$ cat src/rtl/uart_pkg.sv
// uart_pkg: parity modes, receiver state type and baud divider helper for uart_rx_param
package uart_pkg;
  localparam int PAR_NONE = 0;
  localparam int PAR_EVEN = 1;
  localparam int PAR_ODD  = 2;
  typedef enum logic [2:0] {IDLE, START, DATA, PAR, STOP} state_t;
  function automatic int calc_div(input int clock_rate, input int baud_rate, input int oversample);
    return (clock_rate + baud_rate * oversample / 2) / (baud_rate * oversample);
  endfunction
endpackage

$ cat src/rtl/uart_baud_tick.sv
// uart_baud_tick: one-cycle tick every DIV clocks, phase restarted on restart
module uart_baud_tick #(
  parameter int DIV = 78
) (
  input  logic clk,
  input  logic reset_n,
  input  logic restart,
  output logic tick
);
  localparam int CW = $clog2(DIV) > 0 ? $clog2(DIV) : 1;
  logic [CW-1:0] cnt;
  always_ff @(posedge clk or negedge reset_n) begin
    if (!reset_n) begin
      cnt  <= '0;
      tick <= 1'b0;
    end else begin
      cnt  <= (restart || cnt == CW'(DIV - 1)) ? '0 : cnt + CW'(1);
      tick <= !restart && cnt == CW'(DIV - 1);
    end
  end
endmodule

$ cat src/rtl/uart_rx_param.sv
// uart_rx_param: parameterised UART receiver with 3-sample majority vote and valid/ready output.
// UART_RX_BREAK_DETECT_EN adds rx_break: an all-zero frame pulses rx_break instead of being delivered.
module uart_rx_param
  import uart_pkg::*;
#(
  parameter int CLOCK_RATE = 12000000,
  parameter int BAUD_RATE  = 9600,
  parameter int OVERSAMPLE = 16,
  parameter int DATA_BITS  = 8,
  parameter int PARITY     = 0,
  parameter int STOP_BITS  = 1
) (
  input  logic                 clk,
  input  logic                 reset_n,
  input  logic                 rx_en,
  input  logic                 rx_in,
  output logic                 rx_busy,
  output logic                 rx_valid,
  input  logic                 rx_ready,
  output logic [DATA_BITS-1:0] rx_data,
  output logic                 rx_err_frame,
  output logic                 rx_err_parity,
`ifdef UART_RX_BREAK_DETECT_EN
  output logic                 rx_break,
`endif
  output logic                 rx_err_overrun
);
  localparam int DIV = calc_div(CLOCK_RATE, BAUD_RATE, OVERSAMPLE);
  localparam int M   = OVERSAMPLE / 2;
  localparam int SW  = $clog2(OVERSAMPLE);
`ifdef UART_RX_BREAK_DETECT_EN
  localparam bit BRK_EN = 1'b1;
`else
  localparam bit BRK_EN = 1'b0;
`endif
  state_t state;
  logic sy1, sy2, armed, v0, v1, tick, restart, vote, at_vote, glitch, finish, done;
  logic ferr, stop_one, par_bit, perr, is_brk, scnt;
  logic [SW-1:0] s;
  logic [3:0] bcnt;
  logic [DATA_BITS-1:0] sh;
  uart_baud_tick #(.DIV(DIV)) u_tick (.clk(clk), .reset_n(reset_n), .restart(restart), .tick(tick));
  assign restart = state == IDLE && rx_en && !sy2 && armed;
  assign at_vote = tick && s == SW'(M + 1);
  assign vote    = (v0 & v1) | (v0 & sy2) | (v1 & sy2);
  assign glitch  = state == START && at_vote && vote;
  assign finish  = rx_en && state == STOP && at_vote && scnt == 1'(STOP_BITS - 1);
  assign perr    = PARITY == PAR_EVEN ? ^{sh, par_bit} : PARITY == PAR_ODD ? ~^{sh, par_bit} : 1'b0;
  assign is_brk  = BRK_EN && sh == '0 && !par_bit && !stop_one;
  assign rx_busy = state != IDLE;
  // Frame ends mid stop bit; armed needs a fresh high line before the next start.
  always_ff @(posedge clk or negedge reset_n) begin
    if (!reset_n) begin
      state    <= IDLE;
      sy1      <= 1'b1;
      sy2      <= 1'b1;
      armed    <= 1'b0;
      v0       <= 1'b0;
      v1       <= 1'b0;
      s        <= '0;
      bcnt     <= '0;
      scnt     <= 1'b0;
      sh       <= '0;
      ferr     <= 1'b0;
      stop_one <= 1'b0;
      par_bit  <= 1'b0;
      done     <= 1'b0;
    end else begin
      sy1   <= rx_in;
      sy2   <= sy1;
      armed <= (finish || glitch) ? 1'b0 : (sy2 ? 1'b1 : armed);
      done  <= finish;
      if (tick) begin
        s <= s == SW'(OVERSAMPLE - 1) ? '0 : s + SW'(1);
        if (s == SW'(M - 1)) v0 <= sy2;
        if (s == SW'(M)) v1 <= sy2;
      end
      if (restart) s <= '0;
      if (!rx_en) state <= IDLE;
      else case (state)
        IDLE: if (restart) begin
          state    <= START;
          bcnt     <= '0;
          scnt     <= 1'b0;
          ferr     <= 1'b0;
          stop_one <= 1'b0;
          par_bit  <= 1'b0;
        end
        START: if (at_vote) state <= vote ? IDLE : DATA;
        DATA: if (at_vote) begin
          sh   <= {vote, sh[DATA_BITS-1:1]};
          bcnt <= bcnt + 4'd1;
          if (bcnt == 4'(DATA_BITS - 1)) state <= PARITY == PAR_NONE ? STOP : PAR;
        end
        PAR: if (at_vote) begin
          par_bit <= vote;
          state   <= STOP;
        end
        STOP: if (at_vote) begin
          ferr     <= ferr | ~vote;
          stop_one <= stop_one | vote;
          scnt     <= 1'b1;
          if (scnt == 1'(STOP_BITS - 1)) state <= IDLE;
        end
        default: state <= IDLE;
      endcase
    end
  end
  always_ff @(posedge clk or negedge reset_n) begin
    if (!reset_n) begin
      rx_valid       <= 1'b0;
      rx_data        <= '0;
      rx_err_frame   <= 1'b0;
      rx_err_parity  <= 1'b0;
      rx_err_overrun <= 1'b0;
`ifdef UART_RX_BREAK_DETECT_EN
      rx_break       <= 1'b0;
`endif
    end else begin
      rx_err_overrun <= 1'b0;
`ifdef UART_RX_BREAK_DETECT_EN
      rx_break       <= done && is_brk;
`endif
      if (rx_valid && rx_ready) begin
        rx_valid      <= 1'b0;
        rx_err_frame  <= 1'b0;
        rx_err_parity <= 1'b0;
      end
      if (done && !is_brk) begin
        if (!rx_valid || rx_ready) begin
          rx_valid      <= 1'b1;
          rx_data       <= sh;
          rx_err_frame  <= ferr;
          rx_err_parity <= perr;
        end else rx_err_overrun <= 1'b1;
      end
    end
  end
endmodule

$ cat config.mk
export PLATFORM = sky130hd
export DESIGN_NAME = uart_rx_param
export DESIGN_NICKNAME = d
export VERILOG_FILES = /design/src/rtl/uart_pkg.sv /design/src/rtl/uart_baud_tick.sv /design/src/rtl/uart_rx_param.sv
export SDC_FILE = /design/constraint.sdc
export NUM_CORES = 1
export LEC_CHECK = 0
export ABC_AREA = 1
export BUFFER_PORTS_ARGS = -buffer_cell sky130_fd_sc_hd__clkbuf_2
export CAP_MARGIN = 20
export CORE_AREA = 5 5 67 69
export CTS_CLUSTER_DIAMETER = 60
export CTS_CLUSTER_SIZE = 25
export DETAILED_ROUTE_END_ITERATION = 16
export DIE_AREA = 0 0 72 74
export GPL_TIMING_DRIVEN = 0
export PLACE_DENSITY_LB_ADDON = 0.25
export RECOVER_POWER = 100
export SYNTH_ARGS = -nofsm -noshare
export SYNTH_HDL_FRONTEND = slang
export SYNTH_SLANG_ARGS = --single-unit
$ cat constraint.sdc
create_clock -name clk -period 3.8 [get_ports clk]
set_input_delay 0.57 -clock clk [delete_from_list [all_inputs] [get_ports clk]]
set_output_delay 0.57 -clock clk [all_outputs]
set_load 0.01 [all_outputs]
Word level (Yosys, flattened, before mapping)
Index checks and enable logic that the tools add are counted.
W data, S select, Z words.
{ "totals": {"regBits": 47, "latch_bits": 0, "ram_bits": 0, "rom_bits": 0, "input_bits": 5, "output_inout_bits": 13, "elab_cells": 115, "mem_count": 0} }
{ "classes": {"n_addsub": 3, "multipliers": 0, "div_mod_pow": 0, "magnitude_cmp": 0, "eq_ne": 20, "n_shift": 0, "muxes": 35, "bitwise_logic": 8, "reduce_logical": 30} }
{ "ops": {"columns": ["operator", "n"], "rows": [
  ["$mux W3", 8],
  ["$mux W4", 5],
  ["$ne A3 B3 Y1 const B", 6],
  ["$mux W1", 16],
  ["$pmux W3 S5", 1],
  ["$eq A4 B4 Y1 const B", 3],
  ["$logic_and A1 B1 Y1", 11],
  ["$add A4 B1 Y4 const B", 2],
  ["$eq A4 B3 Y1 const B", 2],
  ["$pmux W4 S2", 1],
  ["$reduce_and A4 Y1", 2],
  ["$reduce_bool A2 Y1", 4],
  ["$add A7 B1 Y7 const B", 1],
  ["$eq A7 B7 Y1 const B", 1],
  ["$mux W7", 1],
  ["$reduce_and A7 Y1", 1],
  ["$eq A3 B2 Y1 const B", 2],
  ["$reduce_and A2 Y1", 3],
  ["$ne A2 B2 Y1 const B", 2],
  ["$pmux W1 S2", 2],
  ["$and A1 B1 Y1", 3],
  ["$eq A3 B1 Y1 const B", 1],
  ["$eq A3 B3 Y1 const B", 1],
  ["$logic_not A1 Y1", 3],
  ["other kinds (9)", 14]
]} }

Longest topological paths before layout
{ "depth": {"ltp_word": 7, "ltp_mapped": 9, "ltp_nobuf": 9} }

By module
From an unflattened synthesis, not the netlist that was laid out.
{ "hier_totals": {"cells_unflattened": 249, "hier_area_um2": 2232.1} }
{ "by_module_without_submodules": {"columns": ["mod", "instances", "cells_per_inst", "area_per_inst_um2", "seq_area_each_um2"], "rows": [
  ["uart_rx_param", 1, 205, 1830.5, 978.4],
  ["uart_baud_tick", 1, 44, 401.6, 200.2]
]} }

Least setup slack after synthesis
Ideal clock, no wire load.
{ "synth_path": {"path_type": "reg-to-output", "from": "register state[0]", "to": "output port rx_busy", "arrival_ns": 0.811, "required_ns": 3.230, "slack_ns": 2.419, "path_stages_with_launch": 5, "path_buffers": 0, "cell_sequence": "dfrtp_1 inv_1 nand2_1 nor2_1 inv_1"} }
{ "synth_via": {"elab_chain_cells": 1} }
{ "synth_rtl": {"columns": ["item", "line_no", "text"], "rows": [
  ["from (decl)", "uart_rx_param.sv:36", "state_t state;"],
  ["from (signal assigned)", "uart_rx_param.sv:89", "START: if (at_vote) state <= vote ? IDLE : DATA;"],
  ["from (signal assigned)", "uart_rx_param.sv:93", "if (bcnt == 4'(DATA_BITS - 1)) state <= PARITY == PAR_NONE ? STOP : PAR;"],
  ["$reduce_bool A3 Y1", "uart_rx_param.sv:50", "assign rx_busy = state != IDLE;"],
  ["to (decl)", "uart_rx_param.sv:17", "output logic rx_busy,"]
]} }
No other way between the ends.

Worst setup path in the final report
{ "layout_path": {"from": "register state[1]", "to": "output port rx_busy"} }
Same word-level chain as after synthesis.

==> impl_results.md <==
- PostCTS Resize Cnt: 0
- Post-Syn Nets: 263
- Hold Buf Count CTS: 0
- Min Clock Period, post-route: 1.89 ns
- Root buffer cell: clkbuf_8
- CP arrival: around 1.3 ns
- Kind of critical path: reg -> out
- Hpwl dp: around 2800 um
- Syn_area_per_cell: 8.60 sq um
- # nets final: 288
- Share of layout cells above drive strength 1: 7.91%
- Top sig layer: met4
- Clock skew: between 0.008 and 0.009 ns
- Lkg Pwr: 1.15 nW
- Total Routing Usage GR: 16.6%
- Die X: slightly above 70 um
- Synth Warn #: 0
- Critical Path RT: 3.23 ns
- Fmax: roughly 530 MHz
- Buffers on Ports: 17
- Per-cell routed wire length: between 10 and 15 um
- Final Max Slew Viols: 0
- Initial antenna violation count: 0
- GP Congestion: 0.796
- Detail Route Antenna Nets: 0
- Share of the synthesized area in the top cell type: 51.9%
- Synthesized area: ~2200 sq um
- Initial core utilization: between 50% and 60%
- Worst min-delay path category: in -> reg
- Vias in the first global route: 1,591
- Pin count of the biggest net entering global routing: 34
- Clock transition at path regs: 0.08 ns
- Wire length on met3: 141 um
- DP Worst Slack: around 2.0 ns
- Commonest cells after routing, fill and taps aside: 54 x nand2_1, 45 x dfrtp_1, 36 x inv_1
- Pwr Density: 465 nW/um^2
- Final Non-Filler Cells: 328
- Row count: 23
- Worst setup margin: between 1.5 and 2 ns
- Yosys reg bits: 47
- Met2 wire len: 1830 um
- DRT met1 WL: 1830 um
- CTS buffer count: 5
- Synth Instances: about 250
- Die area: 5330 sq um
- First-pass GRT wire length: 6910 um
- Largest area contributor in the synthesized netlist: dfrtp_1
- Setup_tns: 0 ns
- Vias: about 1,700
- Synth cell types: 28
- Most common cell after layout, fill and taps aside: nand2_1
- Tcrit/Tclk final: 49.7%
- Top post-synthesis cells by area: dfrtp_1 52%, nand2_1 9.2%, inv_1 6.2%
- Critical path peak fanout: 6
- RSZ-0062 raised after global routing: false
- Core area: 3860 sq um
- Critical Path Source Type: flop
- Placed cell area: 2340 sq um
- Final Hold Fails: 0
- Status: finished, final reports clean
- Sequential-to-total area share from yosys stat: 54.4%
- Clock Latency Late Sink: approximately 0.30 ns
- Drt initial violations: 129
- Total Routed Length: 3870 um
- CTS tree: yes
- Setup bufs post-CTS: 0
- Ant diodes: 0
- Util after Layout: 62.7%
- Vias per inst: 5.07
- IO Pins: 18
- Clock sinks: 47
- # placed instances: 320
- Total gr overflow: 0
- Final setup viols: 0
- DR pass1 iterations: 4
- Die H: about 74 um
- Htree depth: 2
- VDD IR max: 0.000330 V
- Fin area: 2420 sq um
- Worst-margin pin slew: 0.881 ns
- Drt drc: 0
- Maximum clock insertion buffer count: 2
- Max-cap check violation count: 0
- Slew headroom: 41.3%
- Critical Path End Type: output port
- Synthesis-to-finish area growth: 11.5%
[through the flow]
| step | total power, W | hold slack (ns) |
|---|---|---|
| CTS | 0.00114 | 0.193 |
| global route | 0.00120 | 0.331 |
| global placement | 0.000771 | 0.347 |
| detailed placement | 0.000781 | 0.347 |
| floorplan | 0.000722 | 0.274 |
| finish | 0.00112 | 0.350 |
[critical path: stages, from the launching register on]
cell	delay [ns]
dfrtp_1	0.45
inv_1	0.10
nand2_1	0.07
nor2_1	0.20
inv_1	0.08
clkbuf_1	0.13
[layout make-up]
class / count / area [sq um]
Clock buffer: 5 / 68.8
Buffer: 2 / 7.51
Sequential cell: 47 / 1180
Clock inverter: 3 / 43.8
Multi-Input combinational cell: 164 / 822
Fill cell: 360 / 1440
Inverter: 39 / 146
Timing Repair Buffer: 18 / 87.6
Tap cell: 50 / 62.6
[synth_stat cells]
master	number
nand3b_1	2
nand2_1	53
nor4_1	1
o21ai_1	11
xnor2_1	1
nand3_2	2
a31oi_1	2
nand3_1	19
dfrtp_1	45
nor3b_1	2
and3_1	1
nor3_1	3
a21oi_1	4
nand2_2	2
clkbuf_1	1
ha_1	6
nand4_1	3
nor2_1	25
inv_2	3
o21ai_0	19
dfstp_2	2
xor2_1	2
or2_2	1
inv_1	36
a21boi_1	1
nor2_4	2
buf_2	1
a21oi_2	2
[path summary, 6_finish.rpt]
check	startpoint	to	slack (ns)	cells past startpoint
worst max-delay path	state[1]$_DFFE_PN0P_	rx_busy	1.91	5
worst min-delay path	rx_in	sy1$_DFF_PN1_	0.35	1
worst max register to register	s[1]$_DFFE_PN0P_	sh[6]$_DFFE_PN0P_	2.02	8
worst min register to register	sy1$_DFF_PN1_	sy2$_DFF_PN1_	0.36	0
max in group asynchronous	reset_n	sh[7]$_DFFE_PN0P_	2.78	2
min in group asynchronous	reset_n	u_tick.cnt[0]$_DFF_PN0_	0.37	1
[cell families after synthesis]
kind of cell	share of synthesized area [%]
and+or+nand+nor	24.2
adders and majority gates	3.46
AOI/OAI and AO/OA	9.58
buffers and inverters	7.15
DFF	54.4
xor gates and xnor gates	1.21
[flip-flops by register name, indices dropped and copies added, names as in the netlist, 3 cells and up]
register,flops
bcnt,4
u_tick.cnt,7
sh,8
rx_data,8
s,4
state,3
[routing by layer]
layer / global-route usage, % / vias to the layer above
met1: 21.0 / 775
met4: 7.31 / 0
met2: 27.4 / 23
met3: 3.78 / 7
li1: - / 858
met5: 0 / -
[power by group]
| group | switching (W) | internal [W] |
|---|---|---|
| clock network | 0.000166 | 0.000196 |
| logic | 0.000118 | 0.0000678 |
| registers | 0.0000378 | 0.000539 |
| total | 0.000322 | 0.000803 |
Power figures use the tool's default switching activity.
